**config.mk**
```make
export PLATFORM = sky130hd
export DESIGN_NAME = hazard_ctrl
export DESIGN_NICKNAME = d
export VERILOG_FILES = /design/src/rtl/hazard_ctrl.sv
export SDC_FILE = /design/constraint.sdc
export NUM_CORES = 1
export LEC_CHECK = 0
export CAP_MARGIN = 20
export CORE_ASPECT_RATIO = 0.5
export CORE_MARGIN = 5
export CORE_UTILIZATION = 45
export CTS_CLUSTER_DIAMETER = 150
export DETAILED_ROUTE_END_ITERATION = 8
export PLACE_DENSITY = 0.75
export SLEW_MARGIN = 20
export SYNTH_ARGS = -nofsm -noshare
export SYNTH_HDL_FRONTEND = slang
export SYNTH_SLANG_ARGS = --single-unit
```
**constraint.sdc**
```tcl
create_clock -name clk_i -period 5.02 [get_ports clk_i]
set_input_delay 1.004 -clock clk_i [delete_from_list [all_inputs] [get_ports clk_i]]
set_output_delay 1.004 -clock clk_i [all_outputs]
set_load 0.01 [all_outputs]
```
**src/rtl/hazard_ctrl.sv**
```systemverilog
// Pipeline hazard sequencer: load-use bubbles, taken-branch flushes and
// data-memory wait freezes, with a saturating stall counter and sticky timeout.
module hazard_ctrl #(
   parameter int unsigned LOAD_BUBBLES = 1,
   parameter int unsigned WAIT_W       = 8,
   parameter int unsigned MEM_TIMEOUT  = 255
) (
   input  logic        clk_i,
   input  logic        rst_i,
   input  logic [4:0]  IdRs,
   input  logic [4:0]  IdRt,
   input  logic        IdUsesRt,
   input  logic [4:0]  ExeRt,
   input  logic        ExeMemRead,
   input  logic        BranchTaken,
   input  logic        MemReq,
   input  logic        MemReady,
   output logic        PcWrite,
   output logic        IfIdWrite,
   output logic        IfIdFlush,
   output logic        IdExFlush,
   output logic        ExMemFlush,
   output logic        StageEn,
   output logic        MemTimeout,
   output logic [15:0] StallCnt
);

   localparam int unsigned BUB_W = (LOAD_BUBBLES > 1) ? $clog2(LOAD_BUBBLES + 1) : 1;

   typedef enum logic [1:0] {StRun, StLuStall, StMemWait} state_e;

   state_e              r_state, w_state_d, r_ret_state, w_ret_d, w_eff;
   logic [BUB_W-1:0]    r_bub_cnt, w_bub_d;
   logic [WAIT_W-1:0]   r_wait_cnt, w_wait_d;
   logic                r_timeout, w_timeout_d;
   logic [15:0]         r_stall_cnt, w_stall_d;
   logic                w_freeze, w_load_use;
   logic                w_pc, w_ifid, w_stage, w_ifid_fl, w_idex_fl, w_exmem_fl;

   // While waiting, only MemReady releases; the held MEM stage keeps MemReq asserted.
   assign w_freeze   = (r_state == StMemWait) ? ~MemReady : (MemReq & ~MemReady);
   assign w_eff      = (r_state == StMemWait) ? r_ret_state : r_state;
   assign w_load_use = ExeMemRead && (ExeRt != 5'd0) &&
                       ((ExeRt == IdRs) || (IdUsesRt && (ExeRt == IdRt)));

   always_ff @(posedge clk_i or posedge rst_i) begin
      if (rst_i) begin
         r_state     <= StRun;
         r_ret_state <= StRun;
         r_bub_cnt   <= '0;
         r_wait_cnt  <= '0;
         r_timeout   <= 1'b0;
         r_stall_cnt <= '0;
      end else begin
         r_state     <= w_state_d;
         r_ret_state <= w_ret_d;
         r_bub_cnt   <= w_bub_d;
         r_wait_cnt  <= w_wait_d;
         r_timeout   <= w_timeout_d;
         r_stall_cnt <= w_stall_d;
      end
   end

   always_comb begin
      w_state_d   = r_state;
      w_ret_d     = r_ret_state;
      w_bub_d     = r_bub_cnt;
      w_wait_d    = r_wait_cnt;
      w_timeout_d = r_timeout;
      if (w_freeze) begin
         if (r_state != StMemWait) begin
            w_ret_d   = r_state;
            w_wait_d  = WAIT_W'(1);
            w_state_d = StMemWait;
         end else begin
            if (r_wait_cnt != '1) w_wait_d = r_wait_cnt + WAIT_W'(1);
            if (r_wait_cnt == WAIT_W'(MEM_TIMEOUT)) w_timeout_d = 1'b1;
         end
      end else begin
         w_state_d = w_eff;
         if (BranchTaken) begin
            w_state_d = StRun;
            w_bub_d   = '0;
         end else if (w_eff == StLuStall) begin
            w_bub_d = r_bub_cnt - BUB_W'(1);
            if (r_bub_cnt == BUB_W'(1)) w_state_d = StRun;
         end else if (w_eff == StRun && w_load_use && LOAD_BUBBLES > 1) begin
            w_bub_d   = BUB_W'(LOAD_BUBBLES - 1);
            w_state_d = StLuStall;
         end
      end
      w_stall_d = (!w_pc && r_stall_cnt != 16'hFFFF) ? r_stall_cnt + 16'd1 : r_stall_cnt;
   end

   always_comb begin
      w_pc       = 1'b1;
      w_ifid     = 1'b1;
      w_stage    = 1'b1;
      w_ifid_fl  = 1'b0;
      w_idex_fl  = 1'b0;
      w_exmem_fl = 1'b0;
      if (w_freeze) begin
         w_pc    = 1'b0;
         w_ifid  = 1'b0;
         w_stage = 1'b0;
      end else if (BranchTaken) begin
         w_ifid_fl  = 1'b1;
         w_idex_fl  = 1'b1;
         w_exmem_fl = 1'b1;
      end else if (w_eff == StLuStall || (w_eff == StRun && w_load_use)) begin
         w_pc      = 1'b0;
         w_ifid    = 1'b0;
         w_idex_fl = 1'b1;
      end
   end

   assign PcWrite    = ~rst_i & w_pc;
   assign IfIdWrite  = ~rst_i & w_ifid;
   assign StageEn    = ~rst_i & w_stage;
   assign IfIdFlush  = rst_i | w_ifid_fl;
   assign IdExFlush  = rst_i | w_idex_fl;
   assign ExMemFlush = rst_i | w_exmem_fl;
   assign MemTimeout = r_timeout;
   assign StallCnt   = r_stall_cnt;

endmodule

```
* Word-level counts from Yosys, hierarchy flattened *
Cells that the tools add are included.

cells by class
  add/sub/neg operators = 3
  equality and inequality tests = 9
  mux-type cells = 20
  bitwise logic cells = 9
  reduce and logical (&&, ||, !) cells = 16

operators with widths
  kind                                                   number
  adder 16 x 1 -> 16 bit, second input constant          1
  two-way mux 8 bit                                      2
  inequality test 16 bit, second input constant          1
  two-way mux 1 bit                                      12
  two-way mux 2 bit                                      6
  == test 5 bit                                          2
  adder 8 x 1 -> 8 bit, second input constant            1
  == test 8 bit, second input constant                   1
  inequality test 8 bit, second input constant           1
  AND reduction 2 bit                                    3
  logical AND 1 bit                                      5
  nonzero test 5 bit                                     1
  NOT 1 bit                                              4
  nonzero test 2 bit                                     2
  bitwise AND 1 bit                                      3
  AND reduction 3 bit                                    1
  == test 2 x 1 -> 1 bit, second input constant          1
  == test 2 bit, second input constant                   1
  zero test 2 bit                                        1
  logical OR 1 bit                                       2
  inequality test 2 x 1 -> 1 bit, second input constant  1
  inequality test 2 bit, second input constant           1
  OR 1 bit                                               2
  zero test 1 bit                                        1
  subtractor 1 bit, second input constant                1

word-level totals
  register bits = 30
  bits of input ports = 22
  output and inout port bits = 23
  logic and storage cells = 63

* Depth between registers and ports, before layout *
Gate-level depths: netlist (run 1).

  depth in word-level cells = 11
  gate-level depth with buffers = 8
  gate-level depth less buffers = 7

* Worst setup path after synthesis (run 1) *
No wires, ideal clock.

  path kind = input port to output port
  from = input port rst_i
  to = output port IdExFlush
  arrival time = 2361 ps
  required time = 4016 ps
  path slack = 1655 ps
  stages on the path = 3
  path buffers = 0
  path through = inv_1 > o21ai_0 > o21bai_1

between the ends
  cells in the longest elaborated chain, start to end = 1

RTL lines
  item                line  source
  start: declaration  9     input logic rst_i,
  OR 1 bit            121   assign IdExFlush = rst_i | w_idex_fl;
  end: declaration    21    output logic IdExFlush,

Every way passes these cells.

* Final worst setup path (run 1) *
  from = input port ExeRt[1]
  to = output port IfIdWrite

between the ends
  cells in the longest elaborated chain, start to end = 10
  elaborated cells between the ends (all ways) = 13
  classes of those cells = eq/ne: 2; mux: 3; bitwise: 1; reduce/logical: 7

RTL lines
  item                   line  source
  start: declaration     13    input logic [4:0] ExeRt,
  == test 5 bit          44    ((ExeRt == IdRs) || (IdUsesRt && (ExeRt == IdRt)));
  logical AND 1 bit      44
  logical OR 1 bit       44
  logical AND 1 bit (*)  43    assign w_load_use = ExeMemRead && (ExeRt != 5'd0) &&
  logical AND 1 bit (*)  110   end else if (w_eff == StLuStall || (w_eff == StRun && w_load_use)) begin
  logical OR 1 bit (*)   110
  two-way mux 1 bit (*)  110
  two-way mux 1 bit (*)  106   end else if (BranchTaken) begin
  two-way mux 1 bit (*)  102   if (w_freeze) begin
  bitwise AND 1 bit (*)  118   assign IfIdWrite = ~rst_i & w_ifid;
  end: declaration       19    output logic IfIdWrite,

Every way passes the cells marked *; elsewhere a longest branch is shown, timed or not.

==> results of run 1 <==
==> worst reg2reg max path: stages (launching register included) <==
cell and delay, ns:
sky130_fd_sc_hd__dfrtp_1 0.39, sky130_fd_sc_hd__ha_1 0.24, sky130_fd_sc_hd__nand2_1 0.07, sky130_fd_sc_hd__or4_4 0.54, sky130_fd_sc_hd__o21ba_1 0.20, sky130_fd_sc_hd__a21oi_2 0.52, sky130_fd_sc_hd__mux2_1 0.39
==> through the flow <==
step	hold slack, ns	cells	setup slack (ns)
after floorplan	0.456	179	1.65
after global placement	0.438	272	0.829
after detailed placement	0.451	272	0.784
after CTS	0.463	280	0.781
after global routing	0.497	280	0.692
final	0.460	280	0.793
==> cell families after synthesis <==
| logic type | count (synthesis) | share of synthesized area |
|---|---|---|
| DFF | 30 | 0.449 |
| buffers and inverters | 10 | 0.0315 |
| xor gates and xnor gates | 30 | 0.157 |
| AOI/OAI and AO/OA | 26 | 0.105 |
| muxes | 3 | 0.0195 |
| and+or+nand+nor | 78 | 0.222 |
| adders and majority gates | 2 | 0.0150 |
==> power groups by stage <==
stage                     Clock (uW)  Combinational (uW)  Sequential [uW]
after floorplan                    0                89.1              329
after detailed placement           0                 192              325
final                            228                 189              320
after global routing             243                 210              328
after CTS                        232                 193              321
after global placement             0                 188              323
==> registers in the layout, summed over array words and instances (netlist names) <==
signal       count
r_wait_cnt       8
StallCnt        16
r_state          2
r_ret_state      2
r_bub_cnt        1
MemTimeout       1
==> layout by cell type (no fill, tap or decap), drive strengths merged, types with 2 or more instances in the layout <==
cell type      count
clkbuf             8
xnor2             17
inv                7
a21o               4
and3               2
or4                2
o21ai              4
mux2               2
nand2             21
ha                 2
nand3              5
dfrtp             30
nor2              22
nor4               3
xor2              13
a21oi              8
nand4              4
nand2b             5
clkdlybuf4s50     44
nor3              11
==> cell type report <==
| class | count | area, sq um | share of cell area |
|---|---|---|---|
| clock buffer | 8 | 110 | 0.0486 |
| inverter | 7 | 26.3 | 0.0116 |
| multi-input combinational | 139 | 867 | 0.383 |
| sequential | 30 | 751 | 0.331 |
| tap | 51 | 63.8 | 0.0282 |
| timing repair buffer | 45 | 448 | 0.198 |
==> worst paths after layout <==
| check | end | slack [ns] |
|---|---|---|
| worst min-delay path | MemTimeout$_DFFE_PP0P_ | 0.46 |
| worst max-delay path | IfIdWrite | 0.79 |
| max in group asynchronous | StallCnt[12]$_DFFE_PP0P_ | 3.59 |
| worst min register to register | MemTimeout$_DFFE_PP0P_ | 0.46 |
| worst max register to register | StallCnt[1]$_DFFE_PP0P_ | 2.57 |
| min in group asynchronous | r_state[1]$_DFFE_PP0N_ | 1.15 |
==> metal layers <==
metal / up-vias / share of wire / GRT usage
li1: 714 / - / -
met3: 8 / 0.038 / 0.0540
met4: 0 / 0.021 / 0.0566
met5: - / 0 / 0
met1: 685 / 0.47 / 0.193
met2: 27 / 0.47 / 0.270
==> results.py, run 1 <==
metrics = {
    "run_status": {
        "outcome": "complete, no violations",
    },
    "power_and_ir_drop": {
        "clkPwrFrac": 0.309,
        "design_power_total_uw": 738,
        "intPower_uw": 523,
        "power_density_nw_per_um2": 326,
        "power_frac_seq": 0.434,
        "logic_gate_share_of_total_power": 0.256,
        "swShare": 0.291,
        "static-leakage-power_uw": 0.000966,
        "p_switching_uw": 215,
        "worst_ir_drop_vdd_mv": 0.170,
    },
    "synthesis": {
        "synth_ff_type": "sky130_fd_sc_hd__dfrtp_1",
        "synth.top_cells.by_area": "sky130_fd_sc_hd__dfrtp_1 45%, sky130_fd_sc_hd__xnor2_1 8.9%, sky130_fd_sc_hd__xor2_1 6.8%",
        "synthesized_area_per_cell_sq_um": 9.33,
        "synthDominantCellAreaShare": 0.449,
        "synth_common_cells": "30 x sky130_fd_sc_hd__dfrtp_1, 22 x sky130_fd_sc_hd__nor2_1, 21 x sky130_fd_sc_hd__nand2_1, 17 x sky130_fd_sc_hd__xnor2_1, 13 x sky130_fd_sc_hd__xor2_1",
        "gate_count_after_technology_mapping": 179,
        "synth.yosys.seq_area_share": 0.449,
        "synth.ff_latch_count": 30,
        "syn-cell-area_sq_um": 1670,
        "yosys.cell_types.count": 37,
        "synth.net_count": 203,
        "yosysTopAreaCell": "sky130_fd_sc_hd__dfrtp_1",
        "yosys.cell_count.top_type": "sky130_fd_sc_hd__dfrtp_1",
        "synthArstFlopShare": 1.00,
        "synth_enable_flop_cells": 0,
        "ys.warnings.count": 0,
    },
    "routing": {
        "drc": 0,
        "detail_route.vias_per_cell": 5.12,
        "ant_nets": 0,
        "route.detailed.wl_per_inst_microns": 13.0,
        "finalWirelength_microns": 3630,
        "detail_route.first_pass.iterations": 4,
        "route.vias.total": 1434,
        "drtIter0Drc": 52,
    },
    "flow_run": {
        "max_cap_viol_count": 0,
    },
    "critical_path": {
        "critical_path_class": "in -> out",
        "worst_ep_arrival_time_ns": 3.22,
        "critical_path_fanouts_max": 3,
        "worstSetupStartpoint": "ExeRt[1]",
        "cp_num_buf_inv": 2,
        "critPathMaxStageDelay_ns": 0.57,
        "cp_delay_by_family_top": "buffers and inverters",
        "cp_cell_sequence": "clkdlybuf4s50_1 -> or4_1 -> o211ai_1 -> nand2b_1 -> and3_1 -> o21a_1 -> clkdlybuf4s50_1",
        "slowest_library_cell_on_the_worst_path": "sky130_fd_sc_hd__or4_1",
        "critical_path_required_ns": 4.02,
        "worst_setup_path_end_kind": "output pin",
        "cpMostUsedCell": "sky130_fd_sc_hd__clkdlybuf4s50_1",
        "crit_cells": 7,
        "worstSetupStartpointType": "input port",
        "rr_worst_depth": 6,
        "timing.rr.start": "StallCnt[0]$_DFFE_PP0P_",
    },
    "final_layout": {
        "finish.instance_area_sq_um": 2270,
        "synthToLayoutAreaGrowth_pct": 35.7,
        "nFillCells": 290,
        "final_util": 0.646,
        "drive_gt1_frac": 0.0480,
        "antenna_cells": 0,
        "number_of_nets_in_the_final_layout": 252,
    },
    "sta": {
        "period_needed_ns": 4.23,
        "max-slew-margin-rel": 0.561,
        "grt_setup_unrepaired": "no",
        "hold_violations": 0,
        "setup_violations": 0,
        "layout_worst_path_cycle_share": 0.842,
        "report.final.slew_viol_count": 0,
        "fin_skew_ns": 0.00490,
        "fin_tns_setup_ns": 0,
        "tightestPinTransition_ns": 0.659,
        "max_freq_mhz": 237,
    },
    "clock_tree": {
        "cts.sink_count": 30,
        "cts_made_buffers": 5,
        "clk_latency_ns": 0.28,
        "cts-resized-gates": 0,
        "post_cts_hold_buffer_count": 0,
        "cts_setup_buffers": 0,
        "clock_tree_root_driver_cell": "sky130_fd_sc_hd__clkbuf_8",
        "cts_htree_levels": 2,
        "ctsLongestPathBuffers": 2,
        "cts.reportedPaths.clkPinSlew_ns": 0.06,
        "tritoncts": "done",
    },
    "placed_design": {
        "postPlaceCellArea_sq_um": 2160,
        "placement.io_buffers": 44,
        "gp_congestion": 0.786,
        "place.detailed.hpwl_microns": 2860,
    },
    "global_route": {
        "grt_max_degree": 31,
        "grt-ovfl-total": 0,
        "antenna_violations_before_repair": 0,
        "number_of_global_route_vias_before_repair": 1420,
        "grt_first_pass_wirelength_microns": 6270,
        "grtUsageTotal": 0.161,
    },
    "floorplan": {
        "io_pins": 45,
        "floorplan.rows": 15,
        "initial_utilization": 0.476,
        "die_width_microns": 96.2,
        "die_y_microns": 53.1,
        "placeableCoreArea_sq_um": 3510,
        "floorplan.die_area_sq_um": 5100,
    },
    "min_path": {
        "min-delay-path-class": "reg -> reg",
        "timing.hold.worst.start": "MemTimeout$_DFFE_PP0P_",
        "min_path_cells": 1,
    },
}
No activity file was read; power rests on OpenSTA's default activity.
==> inputs of run 2 (changes only) <==
==> constraint.sdc (replaced) <==
create_clock -name clk_i -period 4.2 [get_ports clk_i]
set_input_delay 0.84 -clock clk_i [delete_from_list [all_inputs] [get_ports clk_i]]
set_output_delay 0.84 -clock clk_i [all_outputs]
set_load 0.01 [all_outputs]
==> run 2 against run 1 <==
Net effect: register-to-register slack worse by 0.83 ns; via count up 0.70%; global-route usage up 0.52 points; non-clock buffer count up 1; final area down 0.88%; clock-buffer cell count down 2; highest routed layer unchanged; final cell count down 0.36%; wire length up 4.9%; critical endpoint unchanged; sequential power up 21%; critical path depth unchanged; clock skew down 0.0021 ns; worst hold slack worse by 0.0020 ns.
==> results.py, run 2 (synthesis results as in run 1) <==
metrics = {
    "critical_path": {
        "slowest_library_cell_on_the_worst_path": "sky130_fd_sc_hd__or4_1",
        "r2r_end": "StallCnt[1]$_DFFE_PP0P_",
        "r2r_slack_ns": 1.74,
        "rr_worst_depth": 6,
        "critPathMaxStageDelay_ns": 0.57,
        "worstSetupStartpointType": "input port",
        "cpMostUsedCell": "sky130_fd_sc_hd__clkdlybuf4s50_1",
        "critical_path_required_ns": 3.36,
        "timing.rr.start": "StallCnt[0]$_DFFE_PP0P_",
        "critical_path_class": "in -> out",
        "critical_path_fanouts_max": 3,
        "worst_setup_path_end_kind": "output pin",
        "worst_ep_arrival_time_ns": 3.05,
        "cp_cell_sequence": "clkdlybuf4s50_1 -> or4_1 -> o211ai_1 -> nand2b_1 -> and3_1 -> o21a_1 -> clkdlybuf4s50_1",
    },
    "floorplan": {
        "floorplan.rows": 15,
        "floorplan.die_area_sq_um": 5100,
        "io_pins": 45,
        "initial_utilization": 0.476,
        "die_y_microns": 53.1,
        "placeableCoreArea_sq_um": 3510,
        "die_width_microns": 96.2,
    },
    "routing": {
        "drtIter0Drc": 31,
        "ant_nets": 0,
        "detail_route.first_pass.iterations": 4,
        "detail_route.vias_per_cell": 5.18,
        "finalWirelength_microns": 3810,
        "drc": 0,
        "route.detailed.wl_per_inst_microns": 13.6,
        "route.vias.total": 1444,
    },
    "final_layout": {
        "synthToLayoutAreaGrowth_pct": 34.5,
        "antenna_cells": 0,
        "number_of_nets_in_the_final_layout": 253,
        "flip_flop_count_of_the_largest_register_all_copies_and_words_added": 16,
        "commonest_non_fill_non_tap_cell_in_the_layout": "sky130_fd_sc_hd__clkdlybuf4s50_1",
        "layout_common_cells": "44 x sky130_fd_sc_hd__clkdlybuf4s50_1, 30 x sky130_fd_sc_hd__dfrtp_1, 22 x sky130_fd_sc_hd__nor2_1, 21 x sky130_fd_sc_hd__nand2_1, 17 x sky130_fd_sc_hd__xnor2_1",
        "drive_gt1_frac": 0.0439,
    },
    "global_route": {
        "grt_first_pass_wirelength_microns": 6250,
        "grt_max_degree": 31,
        "grt-ovfl-total": 0,
        "grtUsageTotal": 0.166,
        "number_of_global_route_vias_before_repair": 1383,
        "antenna_violations_before_repair": 0,
    },
    "clock_tree": {
        "ctsLongestPathBuffers": 2,
        "clock_tree_root_driver_cell": "sky130_fd_sc_hd__clkbuf_8",
        "tritoncts": "done",
        "cts_setup_buffers": 0,
        "post_cts_hold_buffer_count": 0,
        "cts.sink_count": 30,
        "cts_htree_levels": 2,
        "cts-resized-gates": 0,
        "clk_latency_ns": 0.28,
        "cts_made_buffers": 5,
        "cts.reportedPaths.clkPinSlew_ns": 0.06,
    },
    "power_and_ir_drop": {
        "logic_gate_share_of_total_power": 0.273,
        "intPower_uw": 588,
        "worst_ir_drop_vdd_mv": 0.198,
        "power_density_nw_per_um2": 375,
        "static-leakage-power_uw": 0.000957,
        "p_switching_uw": 255,
        "power_frac_seq": 0.458,
        "clkPwrFrac": 0.270,
        "swShare": 0.302,
    },
    "flow_run": {
        "max_cap_viol_count": 0,
    },
    "sta": {
        "setup_violations": 0,
        "layout_worst_path_cycle_share": 0.927,
        "grt_setup_unrepaired": "no",
        "fin_skew_ns": 0.00276,
        "tightestPinTransition_ns": 0.633,
        "max_freq_mhz": 257,
        "hold_violations": 0,
        "period_needed_ns": 3.89,
        "fin_tns_setup_ns": 0,
        "timing.hold.ws_ns": 0.458,
        "report.final.slew_viol_count": 0,
        "timing.final.ws_setup_ns": 0.305,
        "max-slew-margin-rel": 0.578,
    },
    "placed_design": {
        "gp_congestion": 0.782,
        "dpl_worst_slack_ns": 0.292,
        "place.detailed.hpwl_microns": 2950,
        "placement.io_buffers": 44,
    },
    "min_path": {
        "holdPathEnd": "MemTimeout$_DFFE_PP0P_",
        "timing.hold.worst.start": "MemTimeout$_DFFE_PP0P_",
        "min-delay-path-class": "reg -> reg",
        "min_path_cells": 1,
    },
    "run_status": {
        "outcome": "complete, no violations",
    },
}
[run 2: layer usage]
| metal | vias to the layer above | global-route usage | part of all wire |
|---|---|---|---|
| li1 | 711 | - | - |
| met1 | 706 | 0.193 | 0.46 |
| met2 | 21 | 0.285 | 0.48 |
| met3 | 6 | 0.0469 | 0.035 |
| met4 | 0 | 0.0778 | 0.019 |
| met5 | - | 0 | 0 |
[run 2: worst max path at each step]
| stage | from | cells past startpoint | endpoint | slack (ns) |
|---|---|---|---|---|
| after global placement | ExeRt[1] | 7 | IfIdWrite | 0.34 |
| after detailed placement | ExeRt[1] | 7 | IfIdWrite | 0.29 |
| after global routing | ExeRt[2] | 7 | IfIdWrite | 0.21 |
| after CTS | ExeRt[1] | 7 | IfIdWrite | 0.29 |
| after floorplan | rst_i | 3 | IdExFlush | 1.16 |
| final | ExeRt[1] | 7 | IfIdWrite | 0.31 |
[run 2: per-stage QoR]
step / util / cell area [sq um] / std cells / total power (uW)
6_report: 0.640 / 2250 / 279 / 842
5_1_grt: 0.640 / 2250 / 279 / 894
4_1_cts: 0.640 / 2250 / 279 / 852
3_5_place_dp: 0.616 / 2160 / 273 / 622
3_3_place_gp: 0.616 / 2160 / 273 / 612
2_1_floorplan: - / 1670 / 179 / 500
[run 2: final cells by class]
class | instances | area [sq um]
fillers | 308 | 1260
multi-input cells | 139 | 867
flip-flops and latches | 30 | 751
repair buffers | 46 | 455
clock buffers | 6 | 82.6
well taps | 51 | 63.8
inverters | 7 | 26.3
[run 2: critical path: cells and delay by family]
kind	cells	cell delay, ns
AOI/OAI and AO/OA	2	0.33
buffers and inverters	2	1.00
and+or+nand+nor	3	0.88
[run 2: power groups by stage]
stage | logic (uW) | registers, uW | clock network, uW
floorplan | 107 | 394 | 0
global placement | 226 | 386 | 0
detailed placement | 233 | 389 | 0
CTS | 234 | 385 | 233
global route | 252 | 393 | 249
finish | 230 | 386 | 227
